--- src/rtl/boot_loader.sv ---
// boot_loader: byte-stream image loader that fills instruction memory and releases the core after a checksum check
module boot_loader #(
  parameter int ADDR_W = 8
) (
  input  logic              clk,
  input  logic              rst_n,
  input  logic              in_valid,
  output logic              in_ready,
  input  logic [7:0]        in_byte,
  output logic              imem_we,
  output logic [ADDR_W-1:0] imem_addr,
  output logic [31:0]       imem_wdata,
  output logic              core_run,
  output logic              busy,
  output logic              err,
  output logic [ADDR_W:0]   words_loaded
);
  typedef enum logic [2:0] {LEN, DATA, CSUM, RUN, ERR} state_t;
  localparam logic [31:0] DEPTH = 32'd1 << ADDR_W;
  state_t      state;
  logic [1:0]  byte_idx;
  logic [31:0] len, word;
  logic [7:0]  csum;
  logic        take, len_bad, last_word;
  logic [31:0] len_next, word_next;
  assign take      = in_valid && in_ready;
  assign len_next  = {in_byte, len[31:8]};
  assign word_next = {in_byte, word[31:8]};
  assign len_bad   = len_next == 32'd0 || len_next > DEPTH;
  assign last_word = 32'(words_loaded) + 32'd1 == len;
  // Byte-accepting state machine; every output is registered and RUN/ERR are terminal until reset
  always_ff @(posedge clk) begin
    if (!rst_n) begin
      state        <= LEN;
      byte_idx     <= '0;
      len          <= '0;
      word         <= '0;
      csum         <= '0;
      in_ready     <= 1'b1;
      busy         <= 1'b1;
      err          <= 1'b0;
      core_run     <= 1'b0;
      imem_we      <= 1'b0;
      imem_addr    <= '0;
      imem_wdata   <= '0;
      words_loaded <= '0;
    end else begin
      imem_we <= 1'b0;
      if (take) begin
        case (state)
          LEN: begin
            len      <= len_next;
            byte_idx <= byte_idx + 2'd1;
            csum     <= csum ^ in_byte;
            if (byte_idx == 2'd3) begin
              if (len_bad) begin
                state    <= ERR;
                in_ready <= 1'b0;
                busy     <= 1'b0;
                err      <= 1'b1;
              end else begin
                state <= DATA;
              end
            end
          end
          DATA: begin
            word     <= word_next;
            byte_idx <= byte_idx + 2'd1;
            csum     <= csum ^ in_byte;
            if (byte_idx == 2'd3) begin
              imem_we      <= 1'b1;
              imem_addr    <= words_loaded[ADDR_W-1:0];
              imem_wdata   <= word_next;
              words_loaded <= words_loaded + {{ADDR_W{1'b0}}, 1'b1};
              if (last_word) state <= CSUM;
            end
          end
          CSUM: begin
            in_ready <= 1'b0;
            busy     <= 1'b0;
            if (in_byte == csum) begin
              state    <= RUN;
              core_run <= 1'b1;
            end else begin
              state <= ERR;
              err   <= 1'b1;
            end
          end
          default: ;
        endcase
      end
    end
  end
endmodule

--- config.mk ---
export PLATFORM = sky130hd
export DESIGN_NAME = boot_loader
export DESIGN_NICKNAME = d
export VERILOG_FILES = /design/src/rtl/boot_loader.sv
export SDC_FILE = /design/constraint.sdc
export NUM_CORES = 1
export LEC_CHECK = 0
export CAP_MARGIN = 20
export CORE_ASPECT_RATIO = 0.9
export CORE_MARGIN = 5
export CORE_UTILIZATION = 40
export CTS_CLUSTER_DIAMETER = 120
export DETAILED_ROUTE_END_ITERATION = 8
export GPL_TIMING_DRIVEN = 0
export SYNTH_ARGS = -nofsm -noshare
export SYNTH_HDL_FRONTEND = slang
export SYNTH_SLANG_ARGS = --single-unit
--- constraint.sdc ---
create_clock -name clk -period 2.6 [get_ports clk]
set_clock_uncertainty 0.15 [all_clocks]
set_input_delay 0.52 -clock clk [delete_from_list [all_inputs] [get_ports clk]]
set_output_delay 0.52 -clock clk [all_outputs]
set_load 0.02 [all_outputs]
* Yosys cells after proc, flatten, opt, wreduce, memory -nomap -nowiden *
Index checks and enable logic that the tools add are counted.

cells by class
  add/subtract/negate cells = 3
  order comparisons = 1
  equal/unequal tests = 10
  muxes and demuxes = 14
  bitwise operators = 1
  reduce and logical (&&, ||, !) cells = 16

operators by type and width
  cell                    number
  $eq A10 B32 Y1          1
  $gt A32 B9 Y1 const B   1
  $logic_not A32 Y1       1
  $mux W3                 5
  $add A9 B1 Y10 const B  1
  $ne A2 B2 Y1 const B    5
  $reduce_and A5 Y1       2
  $add A9 B1 Y9 const B   1
  $pmux W3 S3             1
  $reduce_and A3 Y1       3
  $eq A8 B8 Y1            1
  $xor A8 B8 Y8           1
  $mux W1                 6
  $reduce_and A2 Y1       3
  $pmux W1 S2             2
  $reduce_and A4 Y1       1
  $eq A3 B1 Y1 const B    1
  $eq A3 B2 Y1 const B    1
  $logic_not A3 Y1        1
  $reduce_bool A3 Y1      1
  $add A2 B1 Y2 const B   1
  $eq A2 B2 Y1 const B    1
  $reduce_bool A2 Y1      1
  $reduce_or A2 Y1        1
  2 further kinds         2

storage, ports and cells
  register bits after elaboration = 130
  input bits = 11
  output and inout port bits = 54
  word-level logic and storage cells = 57

* Logic depth before layout (Yosys ltp) *
  word-level depth = 5
  depth in mapped cells = 8

* Worst setup path after synthesis *
OpenSTA, ideal clock, no wires.

  path type = register to register
  from = reg words_loaded[1]
  to = reg state[1]
  arrival = 1.761 ns
  path slack = 0.573 ns
  stages on the path, launching flop included = 9
  cell sequence = dfxtp_1 ha_1 clkbuf_1 a21oi_1 o211ai_1 o211ai_1 o21ai_0 o21bai_1 o211a_1

on the way
  word-level cells in the longest chain between the ends = 4

ends and longest elaborated chain
  item                         RTL line  text
  from (decl)                  16        output logic [ADDR_W:0] words_loaded
  from (signal assigned)       74        words_loaded <= words_loaded + {{ADDR_W{1'b0}}, 1'b1};
  $add A9 B1 Y10               30        assign last_word = 32'(words_loaded) + 32'd1 == len;
  $eq A10 B32 Y1               30
  $ne A2 B2 Y1 (no line)       -
  $reduce_and A5 Y1 (no line)  -
  to (signal assigned)         34        state <= LEN;
  to (signal assigned)         57        state <= ERR;
  to (signal assigned)         62        state <= DATA;
  to (decl)                    20        state_t state;

No other way between the ends.
A chain may end at the register's enable or synchronous reset.

* Worst setup path in the final report *
Same ends and word-level chain as after synthesis.

==> run metrics <==
RD Place Congestion=0.8277; Synth Area in Simple Gates=24.13%; Post CTS Setup Buffer Count=0; Achievable Freq=423.9 MHz; CTS tree=done; CTS H-Tree Depth=4; Via Count=4439; Slew @ Worst Pin=0.8671 ns; Synth Area in XOR/XNOR=5.905%; Hold Path Class=reg2reg; adder-cell share of the synthesized area=0.4820%; Avg Cell Area, Syn=8.386 um^2; total track usage=17.91%; Layout area overhead=28.59%; Clock Latency Late Sink=0.43 ns; largest net degree at the start of global routing=17; pre-CTS setup slack=-0.1483 ns; Hold Violations, Final=0; most used flip-flop cell after synthesis=dfxtp_1; antenna diode count=0; DR pass1 iterations=5; final setup vio count=0; Die Wd=130.1 um; initial core utilization=40.92%; vias in the first global route=4376; relative slew slack=41.66%; cts hold-fix bufs=0; total grt overflow=0; number of fill cells=1194; Req. time, crit path=2.77 ns; mux cell area share after synthesis=0.1928%; Rows=39; initial DRC count=291; Synth area leaders=dfxtp_1 47%, nand2_1 15%, a21boi_0 14%, xnor2_1 3.4%, xor2_1 2.5%; final period utilization=90.73%; Routed Antenna Nets=0; register area share after synthesis=47.05%; Async SR Flop Fraction=0%; clock buffer count from CTS=17; cts repair resizes=0; cell taking the most area after synthesis=dfxtp_1; flop2flop setup slack=0.24 ns; Pwr Density=729.2 nW/um^2; post-layout util=52.61%; RSZ-0062 raised after global routing=false; VDD IR max=0.4807 mV; Clock Path Buffers=2; Compound-Gate Fraction of Synth Area=18.37%; Worst Setup Path Type=reg2reg; Mapped Area=5191 um^2; syn nets=632; max cap viols=0; via/cell ratio=5.056; R2R cell count=8; post-layout min period=2.359 ns; Remaining DRCs=0; worst r2r dst=state[1]; crit end category=register; share of post-route cells with drive strength above 1=7.423%; Leakage=0.002306 uW; yosys warns=0; DRT Wirelength=13140 um; WHS Path Cells=2; worst-path fanout max=10; Layout Nets=714; Mapped Cells=619; setup ws final=0.2411 ns; initial antenna violation count=0; worst r2r src=words_loaded[1]; first-pass GRT wire length=21780 um; Die H=118.1 um; post-synth top area share=47.05%; full die area=15360 um^2; WL per Instance=14.96 um; largest family of logic cells by synthesized area=simple AND/OR/NAND/NOR gates; core area=12690 um^2; CTS root buf=clkbuf_16; crit start category=register; Slew Viols, Final=0; synth unique cells=47; status=completed; EDFF count, synth=0; number of port buffers=63; CP Launch Point=words_loaded[1]; post-detail-place hpwl=9494 um; Hold Path End=imem_wdata[11]; clk slew on worst S/H paths=0.06 ns; Yosys reg bits=122; # clock sinks=122; setup TNS=0 ns; Hold Path Origin=imem_wdata[11]; Crit path arrival time=2.53 ns; Ports=65
==> per-stage QoR <==
stage / hold WS [ns] / cell area (um^2) / std cells / power (uW)
floorplan: 0.2912 / 5191 / 619 / 2208
global placement: 0.3018 / 6027 / 846 / 2304
detailed placement: 0.3062 / 6027 / 846 / 2312
CTS: 0.3141 / 6675 / 878 / 4901
global route: 0.3359 / 6675 / 878 / 5012
finish: 0.3128 / 6675 / 878 / 4868
==> synthesized netlist by cell type, types with 2 or more instances <==
library cell / n
xnor2_1: 20
buf_1: 2
buf_4: 3
and2_1: 16
o21bai_1: 2
nor4_1: 12
o211ai_1: 2
inv_1: 2
clkbuf_1: 29
nor2b_1: 6
a21oi_1: 2
a21boi_0: 99
dfxtp_1: 122
nor2_1: 7
nand4_1: 6
buf_2: 10
ha_1: 2
nand2_1: 212
o21ai_0: 8
nand3_1: 4
or3_1: 4
nor3_1: 5
or4_1: 2
xor2_1: 15
nand2b_1: 2
o21a_1: 4
==> report_power, final <==
part / internal [uW] / switching [uW]
Combinational: 132 / 181
Clock: 1700 / 900
Sequential: 1920 / 39.7
Total: 3750 / 1120
==> final cells by class <==
| class | instances | area (um^2) | share of cell area, % |
|---|---|---|---|
| inverters | 2 | 7.507 | 0.1125 |
| multi-input cells | 450 | 2547 | 38.16 |
| clock buffers | 17 | 425.4 | 6.373 |
| repair buffers | 63 | 630.6 | 9.447 |
| clock inverters | 15 | 222.7 | 3.336 |
| well taps | 164 | 205.2 | 3.074 |
| flip-flops and latches | 122 | 2442 | 36.59 |
| plain buffers | 45 | 193.9 | 2.905 |
==> cell families after synthesis <==
group | after synthesis
xor gates and xnor gates | 35
adders and majority gates | 2
muxes | 1
buffers and inverters | 47
DFF | 122
AOI/OAI and AO/OA | 128
and+or+nand+nor | 284
==> state kept, by name (all words and copies together), names as in the netlist <==
signal,flops
busy,1
byte_idx,2
core_run,1
csum,8
err,1
imem_addr,8
imem_wdata,32
imem_we,1
len,32
state,3
word,24
words_loaded,9
==> layer usage <==
metal	vias to the layer above	GRT usage [%]	wire [um]
li1	2225	-	-
met1	2067	24.19	6356
met2	122	26.89	5712
met3	25	4.900	789
met4	0	7.143	277
met5	-	0	0
==> worst max-delay path by stage <==
stage                       to  cells after the start
4_1_cts        words_loaded[5]                      1
2_1_floorplan         state[1]                      8
6_report              state[1]                      8
5_1_grt                len[22]                      6
3_5_place_dp           len[22]                      6
3_3_place_gp          state[0]                      7
==> layout by cell type (no fill, tap or decap), types with 3 or more instances in the layout <==
master / n
buf_4: 3
nor2_1: 7
nor4_1: 12
nand2_1: 212
clkinvlp_4: 6
a21boi_0: 99
xor2_1: 15
clkbuf_1: 29
nor3_1: 5
dfxtp_1: 122
or3_1: 4
xnor2_1: 20
nor2b_1: 6
o21a_1: 4
o21ai_0: 8
nand4_1: 6
clkdlybuf4s50_1: 63
buf_2: 10
bufinv_16: 5
and2_1: 16
clkbuf_16: 17
nand3_1: 4
==> worst max-delay path, cell delays in order, from the launching register on <==
cell and delay [ns]:
dfxtp_1 0.51, ha_1 0.25, clkbuf_1 0.37, a21oi_1 0.10, o211ai_1 0.22, o211ai_1 0.12
o21ai_0 0.17, o21bai_1 0.14, o211a_1 0.22
Power figures use the tool's default switching activity.
